$ cat src/rtl/ibex_fp_pkg.sv
// Shared FP types: operation encoding, issue-controller state and its default timeout.
package ibex_fp_pkg;

    typedef enum logic [3:0] {
        FPU_NOP       = 4'd0,
        FPU_ADD       = 4'd1,
        FPU_SUB       = 4'd2,
        FPU_MUL       = 4'd3,
        FPU_DIV       = 4'd4,
        FPU_SQRT      = 4'd5,
        FPU_FMADD     = 4'd6,
        FPU_MINMAX    = 4'd7,
        FPU_SGNJ      = 4'd8,
        FPU_CMP       = 4'd9,
        FPU_CLASS     = 4'd10,
        FPU_INT2FLOAT = 4'd11,
        FPU_FLOAT2INT = 4'd12
    } fpu_op_e;

    typedef enum logic [2:0] {
        ISSUE_IDLE  = 3'd0,
        ISSUE_READ  = 3'd1,
        ISSUE_ISSUE = 3'd2,
        ISSUE_WAIT  = 3'd3,
        ISSUE_WB    = 3'd4
    } fpu_issue_state_e;

    localparam int unsigned FPU_TIMEOUT_CYCLES_DEFAULT = 64;

endpackage

$ cat src/rtl/fpu_issue_ctrl.sv
// Issues one decoded FP op at a time: read regfile, hand operands to the FPU,
// wait for the result (with timeout) and write it back to the fp or int regfile.
module fpu_issue_ctrl
    import ibex_fp_pkg::*;
#(
    parameter int unsigned TIMEOUT_CYCLES = FPU_TIMEOUT_CYCLES_DEFAULT
) (
    input  logic        clk_i,
    input  logic        rst_i,

    input  logic        req_valid_i,
    output logic        req_ready_o,
    input  fpu_op_e     req_op_i,
    input  logic [2:0]  req_rm_i,
    input  logic [4:0]  req_rs1_i,
    input  logic [4:0]  req_rs2_i,
    input  logic [4:0]  req_rs3_i,
    input  logic [4:0]  req_rd_i,

    output logic [4:0]  fp_raddr_a_o,
    output logic [4:0]  fp_raddr_b_o,
    output logic [4:0]  fp_raddr_c_o,
    output logic [4:0]  int_raddr_o,
    input  logic [31:0] fp_rdata_a_i,
    input  logic [31:0] fp_rdata_b_i,
    input  logic [31:0] fp_rdata_c_i,
    input  logic [31:0] int_rdata_i,

    output logic        fpu_valid_o,
    input  logic        fpu_ready_i,
    output fpu_op_e     fpu_op_o,
    output logic [2:0]  fpu_rm_o,
    output logic [31:0] fpu_rs1_o,
    output logic [31:0] fpu_rs1_int_o,
    output logic [31:0] fpu_rs2_o,
    output logic [31:0] fpu_rs3_o,
    output logic [4:0]  fpu_rd_o,

    input  logic        fpu_done_i,
    input  logic        fpu_fp_we_i,
    input  logic        fpu_int_we_i,
    input  logic [4:0]  fpu_waddr_i,
    input  logic [31:0] fpu_wdata_i,

    output logic        fp_we_o,
    output logic        int_we_o,
    output logic [4:0]  fp_waddr_o,
    output logic [4:0]  int_waddr_o,
    output logic [31:0] fp_wdata_o,
    output logic [31:0] int_wdata_o,

    output logic        busy_o,
    output logic        timeout_err_o
);

    // Handshakes: a transfer happens at the posedge where valid && ready are both 1;
    // once valid is raised it stays high with a stable payload until that transfer.

    fpu_issue_state_e state_q, state_d;

    fpu_op_e     op_q;
    logic [2:0]  rm_q;
    logic [4:0]  rs1_q, rs2_q, rs3_q, rd_q;
    logic [31:0] opa_q, opb_q, opc_q, opi_q;
    logic        res_fp_we_q, res_int_we_q;
    logic [4:0]  res_waddr_q;
    logic [31:0] res_wdata_q;
    logic [31:0] wait_cnt_q;
    logic        timeout_q;

    logic        req_fire;
    logic        capture_res;
    logic        wait_expire;
    logic        wb_en;

    always_ff @(posedge clk_i) begin
        if (rst_i) begin
            state_q <= ISSUE_IDLE;
        end else begin
            state_q <= state_d;
        end
    end

    always_comb begin
        state_d     = state_q;
        req_ready_o = 1'b0;
        busy_o      = 1'b1;
        fpu_valid_o = 1'b0;
        req_fire    = 1'b0;
        capture_res = 1'b0;
        wait_expire = 1'b0;
        wb_en       = 1'b0;
        unique case (state_q)
            ISSUE_IDLE: begin
                req_ready_o = 1'b1;
                busy_o      = 1'b0;
                if (req_valid_i) begin
                    req_fire = 1'b1;
                    state_d  = ISSUE_READ;
                end
            end
            ISSUE_READ: begin
                state_d = (op_q == FPU_NOP) ? ISSUE_IDLE : ISSUE_ISSUE;
            end
            ISSUE_ISSUE: begin
                fpu_valid_o = 1'b1;
                if (fpu_ready_i) begin
                    // A single-cycle FPU may answer in the handshake cycle itself.
                    capture_res = fpu_done_i;
                    state_d     = fpu_done_i ? ISSUE_WB : ISSUE_WAIT;
                end
            end
            ISSUE_WAIT: begin
                if (fpu_done_i) begin
                    capture_res = 1'b1;
                    state_d     = ISSUE_WB;
                end else if (wait_cnt_q == 32'(TIMEOUT_CYCLES - 1)) begin
                    wait_expire = 1'b1;
                    state_d     = ISSUE_IDLE;
                end
            end
            ISSUE_WB: begin
                wb_en   = 1'b1;
                state_d = ISSUE_IDLE;
            end
            default: begin
                state_d = ISSUE_IDLE;
            end
        endcase
    end

    always_ff @(posedge clk_i) begin
        if (rst_i) begin
            op_q         <= FPU_NOP;
            rm_q         <= '0;
            rs1_q        <= '0;
            rs2_q        <= '0;
            rs3_q        <= '0;
            rd_q         <= '0;
            opa_q        <= '0;
            opb_q        <= '0;
            opc_q        <= '0;
            opi_q        <= '0;
            res_fp_we_q  <= 1'b0;
            res_int_we_q <= 1'b0;
            res_waddr_q  <= '0;
            res_wdata_q  <= '0;
            wait_cnt_q   <= '0;
            timeout_q    <= 1'b0;
        end else begin
            if (req_fire) begin
                op_q  <= req_op_i;
                rm_q  <= req_rm_i;
                rs1_q <= req_rs1_i;
                rs2_q <= req_rs2_i;
                rs3_q <= req_rs3_i;
                rd_q  <= req_rd_i;
            end
            if (state_q == ISSUE_READ) begin
                opa_q <= fp_rdata_a_i;
                opb_q <= fp_rdata_b_i;
                opc_q <= fp_rdata_c_i;
                opi_q <= int_rdata_i;
            end
            if (capture_res) begin
                res_fp_we_q  <= fpu_fp_we_i;
                res_int_we_q <= fpu_int_we_i;
                res_waddr_q  <= fpu_waddr_i;
                res_wdata_q  <= fpu_wdata_i;
            end
            // Counter is 0 during the first WAIT cycle and counts WAIT cycles thereafter.
            if (state_q == ISSUE_ISSUE) begin
                wait_cnt_q <= '0;
            end else if (state_q == ISSUE_WAIT) begin
                wait_cnt_q <= wait_cnt_q + 32'd1;
            end
            if (wait_expire) begin
                timeout_q <= 1'b1;
            end
        end
    end

    assign fp_raddr_a_o  = rs1_q;
    assign fp_raddr_b_o  = rs2_q;
    assign fp_raddr_c_o  = rs3_q;
    assign int_raddr_o   = rs1_q;

    assign fpu_op_o      = op_q;
    assign fpu_rm_o      = rm_q;
    assign fpu_rs1_o     = opa_q;
    assign fpu_rs1_int_o = opi_q;
    assign fpu_rs2_o     = opb_q;
    assign fpu_rs3_o     = opc_q;
    assign fpu_rd_o      = rd_q;

    // x0 is hardwired zero in the int file, so its write is dropped; f0 is a real register.
    assign fp_we_o       = wb_en & res_fp_we_q;
    assign int_we_o      = wb_en & res_int_we_q & (res_waddr_q != 5'd0);
    assign fp_waddr_o    = res_waddr_q;
    assign int_waddr_o   = res_waddr_q;
    assign fp_wdata_o    = res_wdata_q;
    assign int_wdata_o   = res_wdata_q;

    assign timeout_err_o = timeout_q;

endmodule

$ cat config.mk
export PLATFORM = sky130hd
export DESIGN_NAME = fpu_issue_ctrl
export DESIGN_NICKNAME = d
export VERILOG_FILES = /design/src/rtl/ibex_fp_pkg.sv /design/src/rtl/fpu_issue_ctrl.sv
export SDC_FILE = /design/constraint.sdc
export NUM_CORES = 1
export LEC_CHECK = 0
export ABC_AREA = 0
export CORE_AREA = 10 10 162 164
export CTS_CLUSTER_SIZE = 12
export DETAILED_ROUTE_END_ITERATION = 6
export DIE_AREA = 0 0 172 174
export PLACE_DENSITY = 0.86
export RECOVER_POWER = 100
export SLEW_MARGIN = 25
export SYNTH_ARGS = -nofsm -noshare
export SYNTH_HDL_FRONTEND = slang
export SYNTH_SLANG_ARGS = --single-unit
$ cat constraint.sdc
create_clock -name clk_i -period 3.87 [get_ports clk_i]
set_clock_uncertainty 0.15 [all_clocks]
set_input_delay 0.387 -clock clk_i [delete_from_list [all_inputs] [get_ports clk_i]]
set_output_delay 0.387 -clock clk_i [all_outputs]
set_load 0.05 [all_outputs]
After elaboration in Yosys (flattened, before gate mapping) --
Cells that the tools add are included.
Operators by class: add/sub/neg operators 1, equality and inequality tests 8, mux-type cells 19, bitwise logic cells 3, reductions and logical operators 5
Operators by type and width (number):
- $add 32x1->32 const B | 1
- $eq 32x6->1 const B | 1
- $mux 3 | 5
- $pmux 3 s4 | 1
- $mux 1 | 11
- $eq 3x2->1 const B | 2
- $reduce_bool 5->1 | 1
- $logic_not 4->1 | 1
- $ne 2x2->1 const B | 2
- $and 1x1->1 | 3
- $eq 3x1->1 const B | 1
- $eq 3x3->1 const B | 1
- $logic_not 3->1 | 1
- $ne 3x3->1 const B | 1
- $reduce_and 3->1 | 1
- $mux 2 | 1
- $pmux 1 s2 | 1
- $reduce_or 2->1 | 1
Storage, ports and cells: flip-flop bits (word level) 230, bits of input ports 199, word-level logic and storage cells 53

Longest topological paths before layout --
depth after elaboration 4, mapped depth 7, mapped depth without buffers 5

Least setup slack after synthesis --
Ideal clock, no wire load.
path type flip-flop to flip-flop, start reg state_q[1], end reg state_q[1], library setup time 135 ps, arrival 2633 ps, path slack 952 ps, stages on the path, launching flop included 6, path buffers 1, clock period less this slack 2918 ps, cell sequence dfxtp_1 > clkbuf_1 > nor3_1 > inv_1 > nor2_1 > a311oi_1
Between the ends: word-level cells in the longest chain between the ends 3, elaborated cells on any way between the ends 9, classes of those cells eq/ne: 6; mux: 1; reduce/logical: 2
RTL lines:
- from (decl) | RTL line fpu_issue_ctrl.sv:59 | fpu_issue_state_e state_q, state_d;
- from (signal assigned) | RTL line fpu_issue_ctrl.sv:80 | state_q <= state_d;
- $eq 3x2->1 or $logic_not 3->1 (tied branches) | RTL line fpu_issue_ctrl.sv:93 | unique case (state_q)
- $ne 3x3->1 (no line) or $ne 2x2->1 (tied branches)
- $reduce_and 3->1 (no line)
Parallel ways exist; a longest one is shown, timed or not. A chain may end at the register's enable or synchronous reset.

Worst setup path after layout --
start reg state_q[1], end out fpu_valid_o
Between the ends: word-level cells in the longest chain between the ends 2
RTL lines:
- $eq 3x2->1 | RTL line fpu_issue_ctrl.sv:93
- $mux 1 | RTL line fpu_issue_ctrl.sv:93
- to (decl) | RTL line fpu_issue_ctrl.sv:29 | output logic fpu_valid_o,
No other way between the ends.

==> impl_metrics.env <==
export IMPL_syn_area_mm2=0.00881
export IMPL_whs_path_depth=2
export IMPL_track_usage=0.213
export IMPL_fin_crit_sh=0.825
export IMPL_use_met2=0.361
export IMPL_core_mm2=0.0231
export IMPL_use_met3=0.0807
export IMPL_min_delay_start="rst_i"
export IMPL_synth_edf_count=0
export IMPL_cts_root_buf="clkbuf_16"
export IMPL_r2r_cells=4
export IMPL_wire_per_inst_um=18.9
export IMPL_grt_pass1_vias=8985
export IMPL_antenna_found_initial=3
export IMPL_setup_violations_final=0
export IMPL_grt_overflow=0
export IMPL_multi_input_area_mm2=0.00358
export IMPL_drive_gt1_frac=0.0329
export IMPL_max_cap_viol_count=1
export IMPL_grt_pass1_wl_mm=50.9
export IMPL_violations="capacitance limit, slew limit"
export IMPL_yosysTopAreaCell="dfxtp_1"
export IMPL_routed_wirelength_mm=33.8
export IMPL_hold_violations=0
export IMPL_power_frac_seq=0.369
export IMPL_post_synth_top_count_cell="nand2_1"
export IMPL_num_fill_cells=1894
export IMPL_ys_warn_count=0
export IMPL_area_delta_synth_final_pct=56.6
export IMPL_synthDistinctLibCells=45
export IMPL_use_met1=0.236
export IMPL_vias=9002
export IMPL_grt_max_degree=116
export IMPL_clk_pin_slew_ns=0.06
export IMPL_min_path_type="in -> reg"
export IMPL_leakagePower_nw=5.50
export IMPL_htreeDepth=1
export IMPL_synth_seq_cells=230
export IMPL_period_minus_slack_ns=3.19
export IMPL_cts_buffers=25
export IMPL_max_slew_worst_pin_slew_ns=1.81
export IMPL_cts_setup_buffers=0
export IMPL_r2r_end="fp_wdata_o[17]"
export IMPL_rows=56
export IMPL_combPwrFrac=0.332
export IMPL_num_nets_final=1677
export IMPL_p_per_area_mw_per_mm2=546
export IMPL_drtAntennaViolNets=0
export IMPL_crit_required_ns=3.33
export IMPL_postCtsHoldBufs=0
export IMPL_total_power_mw=7.53
export IMPL_end_kind="output port"
export IMPL_synth_nets=1322
export IMPL_clk_latency_ns=0.50
export IMPL_seqCellArea_mm2=0.00460
export IMPL_cts_tree="built"
export IMPL_synthCells=1122
export IMPL_drt_initial_drc_count=603
export IMPL_dieHeight_um=174
export IMPL_start_kind="flip-flop"
export IMPL_pin_count=439
export IMPL_port_buffers=438
export IMPL_yosys_top_cells_area="dfxtp_1 52%, nand2_1 17%, a21oi_1 12%, buf_4 3.6%, clkbuf_1 2.9%"
export IMPL_internal_power_mw=4.70
export IMPL_post_cts_resized=0
export IMPL_netlist_area_leader_share=0.523
export IMPL_initial_utilization=0.381
export IMPL_clockPowerShare=0.300
export IMPL_hold_end="fp_wdata_o[4]"
export IMPL_busiest_layer="met2"
export IMPL_synth_main_ff_cell="dfxtp_1"
export IMPL_synth_async_reset_ratio=0
export IMPL_critPathMaxFanout=11
export IMPL_gp_congestion=0.861
export IMPL_critPathKind="reg -> out"
export IMPL_hpwl_mm=25.0
export IMPL_clock_sinks=230
export IMPL_p_sw_mw=2.83
export IMPL_rsz0062_at_grt="false"
export IMPL_clock_path_buffers=3
export IMPL_reg2reg_from="state_q[1]"
export IMPL_irDropWorstVdd_mv=0.422
export IMPL_die_w_um=172
export IMPL_synth_avg_cell_area_um2=7.85
export IMPL_status="complete, but fails checks"
export IMPL_synth_seq_area_share=0.523
export IMPL_setup_tns_ns=0
export IMPL_drc_errors=0
export IMPL_die_area_mm2=0.0299
export IMPL_swShare=0.376
export IMPL_timing_fmax_mhz=313
export IMPL_critPathArrivalTime_ns=2.65
export IMPL_synth_commonest_cells="407 x nand2_1, 230 x dfxtp_1, 216 x a21oi_1, 67 x clkbuf_1, 42 x buf_4"
export IMPL_drtPass1Iterations=5
export IMPL_slew_headroom=-0.214
export IMPL_avgViaCountPerCell=5.05
export IMPL_finalMaxSlewViolations=27
export IMPL_r2r_setup_slack_ns=1.12
## metal layers
| layer | share of wire | wire length, µm | vias up |
|---|---|---|---|
| met5 | 0.00033 | 11 | - |
| met4 | 0.037 | 1240 | 2 |
| met3 | 0.11 | 3760 | 77 |
| met2 | 0.49 | 16400 | 380 |
| met1 | 0.37 | 12300 | 4145 |
| li1 | - | - | 4398 |
## power groups by stage
stage / logic [mW] / clock network [mW] / registers, mW
CTS: 2.61 / 2.31 / 2.79
global placement: 2.57 / 0 / 2.82
global route: 2.65 / 2.39 / 2.81
detailed placement: 2.60 / 0 / 2.83
floorplan: 0.829 / 0 / 3.64
finish: 2.50 / 2.26 / 2.78
## worst max-delay path, cell delays in order, from the launching register on
cell,delay (ns)
dfxtp_1,0.56
nor3b_1,0.59
dlygate4sd3_1,0.99
## cells in the final DEF, fill, tap and decap left out, types with 3 or more instances in the layout
master / netlist / final
clkbuf_1: 67 / 3
clkbuf_16: 0 / 25
or4_1: 9 / 10
nand2_1: 407 / 406
nand4_1: 9 / 9
nor4_1: 12 / 12
nor3_1: 6 / 6
nand3_1: 13 / 13
o31ai_1: 8 / 8
and4_1: 3 / 3
inv_1: 7 / 7
mux2i_1: 4 / 4
dlygate4sd3_1: 0 / 240
nor2_1: 15 / 15
a21oi_1: 216 / 216
xnor2_1: 6 / 6
clkinv_2: 0 / 5
clkbuf_8: 0 / 8
clkdlybuf4s50_1: 0 / 197
dfxtp_1: 230 / 230
o21ai_0: 13 / 13
or3_1: 14 / 14
## registers in the layout, indices dropped and copies added (netlist names), 3 cells and up
register / count
fp_wdata_o: 32
fpu_rs1_int_o: 32
fpu_rs1_o: 32
fpu_rs2_o: 32
fpu_rs3_o: 32
wait_cnt_q: 32
fp_raddr_a_o: 5
fp_raddr_b_o: 5
fp_raddr_c_o: 5
fp_waddr_o: 5
fpu_rd_o: 5
fpu_op_o: 4
fpu_rm_o: 3
state_q: 3
## per-stage QoR
| stage | utilization | hold slack [ns] | worst slack, ns | instances | cell area (µm²) |
|---|---|---|---|---|---|
| 5_1_grt | 0.597 | 0.247 | 0.541 | 1783 | 13800 |
| 2_1_floorplan | - | 0.282 | 0.952 | 1122 | 8810 |
| 6_report | 0.597 | 0.206 | 0.679 | 1783 | 13800 |
| 4_1_cts | 0.597 | 0.225 | 0.705 | 1781 | 13800 |
| 3_3_place_gp | 0.564 | 0.290 | 1.33 | 1740 | 13000 |
| 3_5_place_dp | 0.564 | 0.295 | 1.26 | 1740 | 13000 |
## how the worst max path moves through the flow
stage                        to  depth (start not counted)  slack, ns       start
floorplan            state_q[1]                          5       0.95  state_q[1]
global placement    fpu_valid_o                          2       1.33  state_q[1]
detailed placement  fpu_valid_o                          2       1.26  state_q[1]
CTS                 fpu_valid_o                          2       0.70  state_q[1]
global route        fpu_valid_o                          2       0.54  state_q[1]
finish              fpu_valid_o                          2       0.68  state_q[1]
## logic make-up after synthesis
group / after synthesis / synth area share
buffers and inverters: 123 / 0.0719
xor gates and xnor gates: 7 / 0.00696
muxes: 5 / 0.00582
and+or+nand+nor: 511 / 0.247
AOI/OAI and AO/OA: 245 / 0.144
adders and majority gates: 1 / 0.00142
DFF: 230 / 0.523
## final cells by class
cell class / instances / area share
Tap cell: 290 / 0.0263
Antenna cell: 2 / 0.000363
Timing Repair Buffer: 444 / 0.323
Clock inverter: 5 / 0.00181
Clock buffer: 36 / 0.0541
Sequential cell: 230 / 0.334
Inverter: 7 / 0.00190
Multi-Input combinational cell: 769 / 0.259
No activity file was read; power rests on OpenSTA's default activity.
